$ cat config.mk
export PLATFORM = sky130hd
export DESIGN_NAME = fec_dec_ctrl
export DESIGN_NICKNAME = d
export VERILOG_FILES = /design/src/rtl/fec_dec_ctrl.sv
export SDC_FILE = /design/constraint.sdc
export NUM_CORES = 1
export LEC_CHECK = 0
export ABC_AREA = 0
export CORE_ASPECT_RATIO = 0.5
export CORE_UTILIZATION = 53
export CTS_CLUSTER_SIZE = 25
export DETAILED_ROUTE_END_ITERATION = 10
export PLACE_DENSITY = 0.95
export SLEW_MARGIN = 15
export SYNTH_ARGS = -nofsm -noshare
export SYNTH_HDL_FRONTEND = slang
export SYNTH_SLANG_ARGS = --single-unit
export TNS_END_PERCENT = 1
$ cat constraint.sdc
create_clock -name clk -period 3.9 [get_ports clk]
set_clock_uncertainty 0.1 [all_clocks]
set_input_delay 0.39 -clock clk [delete_from_list [all_inputs] [get_ports clk]]
set_output_delay 0.39 -clock clk [all_outputs]
set_load 0.01 [all_outputs]
$ cat src/rtl/fec_dec_ctrl.sv
// Frame sequencer for the 2-D parity FEC decoder: captures a frame,
// runs the decoder with a timeout, classifies and counts the result.
module fec_dec_ctrl #(
  parameter int WIDTH     = 4,
  parameter int DEPTH     = 4,
  parameter int START_LEN = 1,
  parameter int TIMEOUT   = 64,
  parameter int CNT_W     = 16
) (
  input  logic                   clk,
  input  logic                   rst_n,
  input  logic                   in_valid,
  output logic                   in_ready,
  input  logic [WIDTH*DEPTH-1:0] in_data,
  input  logic [DEPTH-1:0]       in_row_p,
  input  logic [WIDTH-1:0]       in_col_p,
  output logic                   dec_start,
  output logic [WIDTH*DEPTH-1:0] dec_data,
  output logic [DEPTH-1:0]       dec_row_p,
  output logic [WIDTH-1:0]       dec_col_p,
  input  logic                   dec_done,
  input  logic [WIDTH*DEPTH-1:0] dec_data_corr,
  input  logic                   dec_err_det,
  input  logic                   dec_err_corr,
  output logic                   out_valid,
  input  logic                   out_ready,
  output logic [WIDTH*DEPTH-1:0] out_data,
  output logic [1:0]             out_status,
  input  logic                   clr_cnt,
  output logic [CNT_W-1:0]       cnt_clean,
  output logic [CNT_W-1:0]       cnt_corr,
  output logic [CNT_W-1:0]       cnt_uncorr,
  output logic [CNT_W-1:0]       cnt_tmo
);

  localparam int N  = WIDTH * DEPTH;
  localparam int TW = $clog2(TIMEOUT);

  typedef enum logic [1:0] {
    IDLE, START, WAIT, OUT
  } state_t;

  state_t           state_q, state_d;
  logic [3:0]       slen_q, slen_d;
  logic [TW-1:0]    tmo_q, tmo_d;
  logic             done_prev_q;
  logic             in_ready_q, in_ready_d;
  logic             dec_start_q, dec_start_d;
  logic [N-1:0]     dec_data_q, dec_data_d;
  logic [DEPTH-1:0] dec_row_p_q, dec_row_p_d;
  logic [WIDTH-1:0] dec_col_p_q, dec_col_p_d;
  logic             out_valid_q, out_valid_d;
  logic [N-1:0]     out_data_q, out_data_d;
  logic [1:0]       out_status_q, out_status_d;
  logic [CNT_W-1:0] cnt_q [4];
  logic [CNT_W-1:0] cnt_d [4];
  logic             done_edge;
  logic             cnt_inc;

  assign done_edge = dec_done & ~done_prev_q;
  assign cnt_inc   = (state_q == OUT) && out_ready;

  always_comb begin
    state_d      = state_q;
    slen_d       = slen_q;
    tmo_d        = tmo_q;
    in_ready_d   = in_ready_q;
    dec_start_d  = dec_start_q;
    dec_data_d   = dec_data_q;
    dec_row_p_d  = dec_row_p_q;
    dec_col_p_d  = dec_col_p_q;
    out_valid_d  = out_valid_q;
    out_data_d   = out_data_q;
    out_status_d = out_status_q;
    unique case (state_q)
      IDLE: begin
        in_ready_d = 1'b1;
        if (in_valid && in_ready_q) begin
          dec_data_d  = in_data;
          dec_row_p_d = in_row_p;
          dec_col_p_d = in_col_p;
          in_ready_d  = 1'b0;
          dec_start_d = 1'b1;
          slen_d      = '0;
          state_d     = START;
        end
      end
      START: begin
        if (slen_q == 4'(START_LEN - 1)) begin
          dec_start_d = 1'b0;
          tmo_d       = '0;
          state_d     = WAIT;
        end else begin
          slen_d = slen_q + 4'd1;
        end
      end
      WAIT: begin
        // A done edge outranks a timeout landing on the same cycle
        if (done_edge) begin
          out_valid_d = 1'b1;
          state_d     = OUT;
          unique case (1'b1)
            !dec_err_det: begin
              out_status_d = 2'b00;
              out_data_d   = dec_data_corr;
            end
            dec_err_det && dec_err_corr: begin
              out_status_d = 2'b01;
              out_data_d   = dec_data_corr;
            end
            default: begin
              out_status_d = 2'b10;
              out_data_d   = dec_data_q;
            end
          endcase
        end else if (tmo_q == TW'(TIMEOUT - 1)) begin
          out_valid_d  = 1'b1;
          out_status_d = 2'b11;
          out_data_d   = dec_data_q;
          state_d      = OUT;
        end else begin
          tmo_d = tmo_q + TW'(1);
        end
      end
      OUT: begin
        if (out_ready) begin
          out_valid_d = 1'b0;
          in_ready_d  = 1'b1;
          state_d     = IDLE;
        end
      end
      default: state_d = IDLE;
    endcase
  end

  always_comb begin
    for (int i = 0; i < 4; i++) begin
      cnt_d[i] = cnt_q[i];
      if (clr_cnt) begin
        cnt_d[i] = '0;
      end else if (cnt_inc && out_status_q == 2'(i)
                   && cnt_q[i] != '1) begin
        cnt_d[i] = cnt_q[i] + CNT_W'(1);
      end
    end
  end

  always_ff @(posedge clk or negedge rst_n) begin
    if (!rst_n) begin
      state_q      <= IDLE;
      slen_q       <= '0;
      tmo_q        <= '0;
      done_prev_q  <= 1'b0;
      in_ready_q   <= 1'b0;
      dec_start_q  <= 1'b0;
      dec_data_q   <= '0;
      dec_row_p_q  <= '0;
      dec_col_p_q  <= '0;
      out_valid_q  <= 1'b0;
      out_data_q   <= '0;
      out_status_q <= '0;
      for (int i = 0; i < 4; i++) cnt_q[i] <= '0;
    end else begin
      state_q      <= state_d;
      slen_q       <= slen_d;
      tmo_q        <= tmo_d;
      done_prev_q  <= dec_done;
      in_ready_q   <= in_ready_d;
      dec_start_q  <= dec_start_d;
      dec_data_q   <= dec_data_d;
      dec_row_p_q  <= dec_row_p_d;
      dec_col_p_q  <= dec_col_p_d;
      out_valid_q  <= out_valid_d;
      out_data_q   <= out_data_d;
      out_status_q <= out_status_d;
      for (int i = 0; i < 4; i++) cnt_q[i] <= cnt_d[i];
    end
  end

  assign in_ready   = in_ready_q;
  assign dec_start  = dec_start_q;
  assign dec_data   = dec_data_q;
  assign dec_row_p  = dec_row_p_q;
  assign dec_col_p  = dec_col_p_q;
  assign out_valid  = out_valid_q;
  assign out_data   = out_data_q;
  assign out_status = out_status_q;
  assign cnt_clean  = cnt_q[0];
  assign cnt_corr   = cnt_q[1];
  assign cnt_uncorr = cnt_q[2];
  assign cnt_tmo    = cnt_q[3];

endmodule

==> run summary, run 1 <==
worst path cell trace: ha_1, and4b_2, nand3_1, a2111oi_0, xnor2_1, nor2_1
Final Cycle Share: 64.9%
Leak: 3.56 nW
Top FF cell, synth: dfrtp_1
sequential area share after synthesis: 49.6%
# diodes: 0
relative slew slack: 23.0%
CP max FO: 10
I/O Buffers: 156
cell internal pwr: 3.38 mW
worst setup margin: 1370 ps
CP max stage cell: a2111oi_0
Yosys top cell by area: dfrtp_1
Logic pwr share: 29.3%
Yosys top cell area share: 49.6%
Final Hold Fails: 0
Critical Path Source Type: register
Fillers: 675
core area: 11100 um2
dpl ws: 1210 ps
Max Buffers Root-to-Sink: 2
die height: 78.2 um
crit-path max cell delay: 660 ps
vias per inst: 5.80
CP top delay family: compound AO/OA/AOI/OAI gates
sequential share of power: 37.0%
total net switching power: 1.50 mW
kind of critical path: register to register
first-pass GRT wire length: 25600 um
Mapped Avg Cell Area: 10.3 um2
DRC Markers: 0
Crit path buffers/inverters: 0
CTS Buf Count: 17
Switching Share: 30.7%
post-synthesis register bit count: 122
TNS Setup: 0 ps
clock sinks: 122
Min-Delay Path Class: input pin to register
count leader, synth: dfrtp_1
gr usage total: 27.2%
Post-CTS Repair Setup Buffers: 0
Routed WL: 15700 um
initial antenna violation count: 0
clock share of power: 33.8%
largest net degree at the start of global routing: 81
Mapped Area: 6160 um2
via count: 5316
layout cell share with drive strength beyond 1: 10.9%
Remaining Overflow, GRT: 0
Initial Utilization: 55.3%
achievable frequency: 395 MHz
final setup fails: 0
RSZ-0062 raised after global routing: no
Max IR drop VDD: 0.369 mV
crit path time final: 2530 ps
initial drt markers: 347
H-tree levels: 4
Slew Limit Fails: 0
Worst-Margin Slew: 1160 ps
number of nets in the layout: 819
MaxCap Viol Count: 0
crit path DAT: 2710 ps
status: completed
PwrDens: 575 nW/um2
number of synthesis warnings: 0
top cells by area, synth: dfrtp_1 50%, xnor2_1 5.1%, mux2_2 4.8%
HPWL Detailed: 10500 um
drt first pass iters: 6
clk slew on worst S/H paths: 60 ps
Crit path required time: 4080 ps
EDFF count, synth: 0
worst skew pair latency: 410 ps
wire per inst: 17.1 um
Post-synth ARST share: 100%
Syn Inst Count: 598
syn nets: 658
CTS tree: yes
root buffer cell: clkbuf_16
vias in the first global route: 5278
post-route ant nets: 0
Final Wtd Congestion: 0.887
# IOs: 157
die footprint: 12100 um2
row count: 27
Netlist cell types: 55
Syn-to-layout area delta: 37.7%
die width: 154 um
Worst Setup End Kind: register
top post-synthesis cells by count: 122 x dfrtp_1, 72 x nor2_1, 44 x nand2_1
[power groups by stage]
stage               clock network (mW)  registers [mW]  logic, mW
floorplan                            0            1.87      0.616
global placement                     0            1.78       1.36
detailed placement                   0            1.81       1.42
CTS                               1.67            1.79       1.43
global route                      1.74            1.83       1.55
finish                            1.65            1.80       1.43
[worst paths after layout]
path	start	end	slack, ps	cells past startpoint
worst min-delay path	clr_cnt	cnt_corr[0]$_DFFE_PN0P_	350	2
worst max register to register	state_q[0]$_DFFE_PN0P_	cnt_uncorr[15]$_DFFE_PN0P_	1370	6
min in group asynchronous	rst_n	dec_data[9]$_DFFE_PN0P_	420	2
worst max-delay path	state_q[0]$_DFFE_PN0P_	cnt_uncorr[15]$_DFFE_PN0P_	1370	6
worst min register to register	out_data[9]$_DFFE_PN0P_	out_data[9]$_DFFE_PN0P_	370	2
max in group asynchronous	rst_n	cnt_corr[11]$_DFFE_PN0P_	2380	4
[logic make-up after synthesis]
| group | count (synthesis) | synth area share (%) |
|---|---|---|
| AOI/OAI and AO/OA | 77 | 7.60 |
| xor gates and xnor gates | 52 | 7.39 |
| adders and majority gates | 12 | 2.44 |
| buffers and inverters | 37 | 2.92 |
| DFF | 122 | 49.6 |
| muxes | 45 | 7.84 |
| and+or+nand+nor | 253 | 22.3 |
[flip-flops by register name, summed over array words and instances (netlist names)]
name / cells
dec_col_p: 4
dec_start: 1
cnt_uncorr: 16
dec_row_p: 4
done_prev_q: 1
tmo_q: 6
out_valid: 1
out_status: 2
cnt_corr: 16
in_ready: 1
state_q: 2
slen_q: 4
cnt_clean: 16
dec_data: 16
out_data: 16
cnt_tmo: 16
[through the flow]
stage | hold slack [ps] | util [%] | cell area, um2 | total power, mW | std cells
global placement | 360 | 70.3 | 7840 | 3.15 | 883
floorplan | -5.59 | - | 6160 | 2.48 | 598
finish | 350 | 76.1 | 8490 | 4.88 | 917
CTS | 99.0 | 75.8 | 8460 | 4.90 | 915
global route | 375 | 76.1 | 8490 | 5.12 | 917
detailed placement | 370 | 70.3 | 7840 | 3.23 | 883
[cell type report]
class | count | area (um2) | area share (%)
clock buffer | 19 | 453 | 5.34
clock inverter | 13 | 165 | 1.95
inverter | 15 | 56.3 | 0.664
multi-input combinational | 439 | 2940 | 34.6
sequential | 122 | 3050 | 36.0
tap | 145 | 181 | 2.14
timing repair buffer | 164 | 1640 | 19.3
[worst reg2reg max path: cells and delay by family (launching register included)]
kind	cells	cell delay [ps]
AO/OA/AOI/OAI	1	660
XOR/XNOR	1	190
adder cells (fa/ha/maj)	1	450
flip-flops	1	430
AND/OR/NAND/NOR	3	570
[cell usage in the layout (no fill, tap or decap), types with 3 or more instances in the layout]
cell type / count
nand3_1: 26
nor2b_1: 3
o31ai_1: 5
a211oi_1: 3
nor2_1: 72
a21o_1: 3
xor2_1: 16
o21ai_0: 34
ha_1: 12
inv_1: 15
nand2b_1: 4
and4_1: 7
inv_6: 4
and2_1: 6
nand3b_1: 3
or2_2: 3
clkdlybuf4s50_1: 154
buf_4: 6
nand2_1: 44
and3_1: 8
mux2i_1: 19
clkbuf_16: 17
nor3_1: 17
nor4_1: 11
a21oi_1: 18
dfrtp_1: 122
mux2_2: 26
xnor2_1: 36
nand4b_1: 3
or3_1: 8
nor3b_1: 4
bufinv_16: 3
nand4_1: 22
clkinvlp_4: 4
[repair_timing]
item                                   CTS  global route
endpoints found under the hold margin    0            43
hold buffers                             0             1
gates resized for setup                  0             0
[layer usage]
layer	wire, um	GRT usage, %
met3	1060	7.62
met1	6280	31.6
met5	0	0
met4	459	13.0
met2	7920	47.1
Power figures use the tool's default switching activity.
==> inputs of run 2 (changes only) <==
- CORE_UTILIZATION: 53 -> 50
- PLACE_DENSITY: 0.95 -> 0.91
- clock period: 3.9 -> 2.5 ns (I/O delays scaled with it)
==> run 2 against run 1 <==
Net effect: flip-flop and latch count unchanged; design area increased by 1.1%; global-route usage decreased by 2.4 points; sequential share of layout area decreased by 0.40 points; total power increased by 59%.
==> run summary, run 2 (same netlist as run 1, synthesis figures left out) <==
status: completed
Crit path required time: 2700 ps (-1380 ps)
# diodes: 0 (unchanged)
worst path cell trace: ha_2, nand4b_4, or3_1, nor4_4, mux2i_1, nor2_1
die width: 159 um (+2.9%)
crit path time final: 2240 ps (-287 ps)
TNS Setup: 0 ps (unchanged)
Core Util, Final: 72.0% (-4.1 points)
most common cell after layout, fill and taps aside: clkdlybuf4s50_1
row count: 28 (+3.7%)
vias in the first global route: 5150 (-2.4%)
root buffer cell: clkbuf_16
initial antenna violation count: 0 (unchanged)
clock sinks: 122 (unchanged)
PwrDens: 902 nW/um2 (+57%)
CTS tree: yes
Post-Layout Inst Area: 8580 um2 (+1.1%)
I/O Buffers: 156 (unchanged)
Final Hold Fails: 0 (unchanged)
initial drt markers: 416 (+20%)
worst skew pair latency: 410 ps (about the same)
layout cell share with drive strength beyond 1: 11.7% (+0.80 points)
Critical Path Source Type: register
die footprint: 12800 um2 (+5.9%)
Routed WL: 15500 um (-1.2%)
Final Cycle Share: 89.8% (+25 points)
core area: 11900 um2 (+6.8%)
gr usage total: 24.8% (-2.4 points)
Worst-Margin Slew: 777 ps (-378 ps)
reg2reg path depth: 6 (unchanged)
dpl ws: 137 ps (-1080 ps)
achievable frequency: 446 MHz (+13%)
largest net degree at the start of global routing: 72 (-11%)
Fillers: 816 (+21%)
Slew Limit Fails: 0 (unchanged)
Placed Cells: 911 (+3.2%)
Max IR drop VDD: 0.583 mV (+58%)
CP Depth: 6 (unchanged)
vias per inst: 5.61 (-3.2%)
DRC Markers: 0 (unchanged)
Syn-to-layout area delta: 39.3%
H-tree levels: 4 (unchanged)
post-route ant nets: 0 (unchanged)
area of the multi-input gates: 2940 um2 (about the same)
MaxCap Viol Count: 0 (unchanged)
via count: 5298 (-0.34%)
register area: 3050 um2 (unchanged)
# IOs: 157 (unchanged)
final setup fails: 0 (unchanged)
Min-Delay Path Class: input pin to asynchronous set/reset pin
Remaining Overflow, GRT: 0 (unchanged)
crit-path max cell delay: 500 ps (-160 ps)
fin cells: 944 (+2.9%)
CP max FO: 10 (unchanged)
CP max stage cell: or3_1
Max Buffers Root-to-Sink: 2 (unchanged)
Crit path buffers/inverters: 0 (unchanged)
crit path DAT: 2440 ps (-270 ps)
Area after DPL: 7940 um2 (+1.2%)
CP top delay family: simple AND/OR/NAND/NOR gates
HPWL Detailed: 10600 um (+0.31%)
Leak: 3.60 nW (+1.1%)
clk slew on worst S/H paths: 60 ps (about the same)
Worst Setup End Kind: register
kind of critical path: register to register
commonest non-fill, non-tap cells in the layout: 154 x clkdlybuf4s50_1, 122 x dfrtp_1, 72 x nor2_1, 44 x nand2_1, 36 x xnor2_1
drt first pass iters: 5 (-1)
Final Wtd Congestion: 0.860 (-3.1%)
RSZ-0062 raised after global routing: no
first-pass GRT wire length: 25100 um (-2.1%)
die height: 80.5 um (+2.9%)
Initial Utilization: 51.7% (-3.5 points)
wire per inst: 16.5 um (-4.0%)
CTS Buf Count: 17 (unchanged)
worst setup margin: 256 ps (-1110 ps)
relative slew slack: 47.7% (+25 points)
number of nets in the layout: 826 (+0.85%)
## run 2: stage by stage
step                      hold WS, ps  power (mW)
after global placement           78.1        4.92
after floorplan                  -146        3.87
after CTS                         181        7.76
after detailed placement         76.6        5.07
final                             181        7.74
after global routing              208        8.11
## run 2: area by class of cell
type / instances / share of cell area (%)
clock buffer: 19 / 5.16
clock inverter: 13 / 2.23
inverter: 15 / 0.656
multi-input combinational: 439 / 34.2
sequential: 122 / 35.6
tap: 165 / 2.41
timing repair buffer: 171 / 19.7
## run 2: routing by layer
metal,share of wire [%],vias up,GRT usage (%),routed length [um]
met5,0,-,0,0
met1,42,2595,30.4,6600
li1,-,2475,-,-
met4,2.2,0,10.5,338
met3,5.1,37,5.73,795
met2,50,191,42.7,7800
## run 2: worst paths after layout
path	from	end	slack (ps)
max reg2reg	state_q[0]$_DFFE_PN0P_	cnt_corr[15]$_DFFE_PN0P_	260
min reg2reg	out_data[11]$_DFFE_PN0P_	out_data[11]$_DFFE_PN0P_	380
max in group asynchronous	rst_n	dec_data[14]$_DFFE_PN0P_	1430
min in group clk	dec_done	done_prev_q$_DFF_PN0_	250
min	rst_n	dec_col_p[3]$_DFFE_PN0P_	180
max	state_q[0]$_DFFE_PN0P_	cnt_corr[15]$_DFFE_PN0P_	260
## run 2: timing repair
item,in CTS,in global routing
endpoints found under the hold margin,23,0
gates resized for setup,0,1
endpoints found under the setup margin,0,1
hold buffers,1,0
buffers inserted,0,0
## run 2: worst reg2reg max path, stage by stage, from the launching register on
cell and delay (ps):
dfrtp_1 440, ha_2 350, nand4b_4 140, or3_1 500
nor4_4 330, mux2i_1 220, nor2_1 60
## run 2: where the power goes
| part | switching (mW) | internal, mW | leakage [nW] |
|---|---|---|---|
| registers | 0.385 | 2.42 | 1.61 |
| clock network | 0.946 | 1.71 | 0.301 |
| logic | 1.03 | 1.26 | 1.69 |
| total | 2.36 | 5.38 | 3.60 |
==> inputs of run 3 (changes only) <==
- CORE_ASPECT_RATIO: 0.5 -> unset
==> run 3 against run 2 <==
Net effect: utilization shrank 0.99 points; sequential share of layout area is 0.19 points higher; combinational power up 2%; global-route usage is 3.0 points higher; sequential power is 2% higher; critical endpoint is now tmo_q[2]$_DFFE_PN0P_; total power grew 1.2%.
==> run summary, run 3 (same netlist as run 1, synthesis figures left out) <==
status: completed
largest net degree at the start of global routing: 75 (+4.2%)
via count: 5426 (+2.4%)
Final Wtd Congestion: 0.894 (+4.0%)
root buffer cell: clkbuf_16
Remaining Overflow, GRT: 0 (unchanged)
relative slew slack: 21.6% (-26 points)
# IOs: 157 (unchanged)
final hold slack: 151 ps (-29.6 ps)
Leak: 3.59 nW (-0.29%)
first-pass GRT wire length: 27400 um (+9.1%)
Final Cycle Share: 87.9% (-1.9 points)
Routed WL: 16700 um (+7.6%)
CP max FO: 6 (-4)
initial drt markers: 414 (-0.48%)
drt first pass iters: 5 (unchanged)
H-tree levels: 4 (unchanged)
number of nets in the layout: 822 (-0.48%)
final setup fails: 0 (unchanged)
CTS tree: yes
clk slew on worst S/H paths: 60 ps (about the same)
die height: 113 um (+40%)
layout cell share with drive strength beyond 1: 10.7% (-0.94 points)
post-route ant nets: 0 (unchanged)
die width: 113 um (-29%)
vias per inst: 5.90 (+5.1%)
Worst Setup End Kind: register
Max Buffers Root-to-Sink: 2 (unchanged)
PwrDens: 917 nW/um2 (+1.7%)
most common cell after layout, fill and taps aside: clkdlybuf4s50_1
kind of critical path: register to register
Worst-Margin Slew: 1180 ps (+399 ps)
CTS Buf Count: 17 (unchanged)
MaxCap Viol Count: 0 (unchanged)
HPWL Detailed: 11400 um (+7.5%)
Syn-to-layout area delta: 38.5%
commonest non-fill, non-tap cells in the layout: 154 x clkdlybuf4s50_1, 122 x dfrtp_1, 72 x nor2_1, 44 x nand2_1, 36 x xnor2_1
Crit path required time: 2690 ps (about the same)
Initial Utilization: 51.3% (-0.43 points)
Critical Path Source Type: register
Slew Limit Fails: 0 (unchanged)
Fillers: 840 (+2.9%)
initial antenna violation count: 0 (unchanged)
I/O Buffers: 156 (unchanged)
Post-CTS Repair Setup Buffers: 0 (unchanged)
vias in the first global route: 5625 (+9.2%)
Final Hold Fails: 0 (unchanged)
crit path time final: 2200 ps (-47.3 ps)
TNS Setup: 0 ps (unchanged)
worst skew pair latency: 420 ps (about the same)
core area: 12000 um2 (+0.84%)
achievable frequency: 455 MHz (+2.2%)
die footprint: 12800 um2 (-0.20%)
Max IR drop VDD: 0.704 mV (+21%)
RSZ-0062 raised after global routing: no
# diodes: 0 (unchanged)
wire per inst: 18.2 um (+10%)
gr usage total: 27.8% (+3.0 points)
crit path DAT: 2390 ps (-50 ps)
Min-Delay Path Class: input pin to asynchronous set/reset pin
row count: 40 (+43%)
clock sinks: 122 (unchanged)
DRC Markers: 0 (unchanged)
run 3: cell types whose count changed in the layout (fill, tap and decap cells not counted):
cell / before / now
clkinv_4: 2 / 1
clkinv_2: 1 / 0
buf_12: 2 / 3
clkbuf_1: 1 / 3
clkbuf_8: 1 / 4
inv_6: 3 / 0
buf_4: 13 / 8
clkinvlp_4: 3 / 1
run 3: worst paths after layout:
check	cells after the start	endpoint	start	slack, ps
hold reg to reg	2	out_data[10]$_DFFE_PN0P_	out_data[10]$_DFFE_PN0P_	390
setup reg to reg	6	tmo_q[2]$_DFFE_PN0P_	tmo_q[0]$_DFFE_PN0P_	300
min in group clk	1	done_prev_q$_DFF_PN0_	dec_done	200
hold / removal	2	cnt_clean[10]$_DFFE_PN0P_	rst_n	150
max in group asynchronous	3	cnt_tmo[1]$_DFFE_PN0P_	rst_n	1450
setup / recovery	6	tmo_q[2]$_DFFE_PN0P_	tmo_q[0]$_DFFE_PN0P_	300
run 3: report_power, final:
part | internal, mW | switching (mW)
registers | 2.42 | 0.442
clock network | 1.77 | 0.865
logic | 1.26 | 1.08
total | 5.44 | 2.39
run 3: cell type report:
cell class / instances / area (um2) / area share (%)
Clock inverter: 6 / 136 / 1.60
Inverter: 15 / 56.3 / 0.660
Sequential cell: 122 / 3050 / 35.8
Clock buffer: 24 / 492 / 5.76
Tap cell: 147 / 184 / 2.15
Timing Repair Buffer: 167 / 1680 / 19.6
Multi-Input combinational cell: 439 / 2940 / 34.4
run 3: metrics by stage:
stage                     std cells  setup WS, ps  instance area (um2)  util (%)  total power [mW]
after floorplan                 598           473                 6160         -              3.87
final                           920           303                 8540      71.1              7.83
after global placement          889           122                 7900      65.7              4.97
after global routing            920           136                 8540      71.1              8.20
after detailed placement        889          67.1                 7900      65.7              5.13
after CTS                       920           227                 8530      71.0              7.85
run 3: timing repair:
item                       4_1_cts  5_1_grt
setup endpoints to repair        0        1
hold endpoints to repair        90        0
resized for setup                0        1
hold buffers                     1        0
run 3: metal layers:
layer	track usage [%]	vias up	wire, um
met5	0	-	0
met4	15.7	0	474
met3	8.52	43	1340
met2	47.0	275	8470
met1	31.3	2657	6430
li1	-	2451	-
run 3: critical path: stages (launching register included):
cell and delay [ps]:
dfrtp_1 410, ha_1 240, and3_1 230, a311oi_2 420, o21ai_0 340, o21ai_0 240, o21ai_0 100
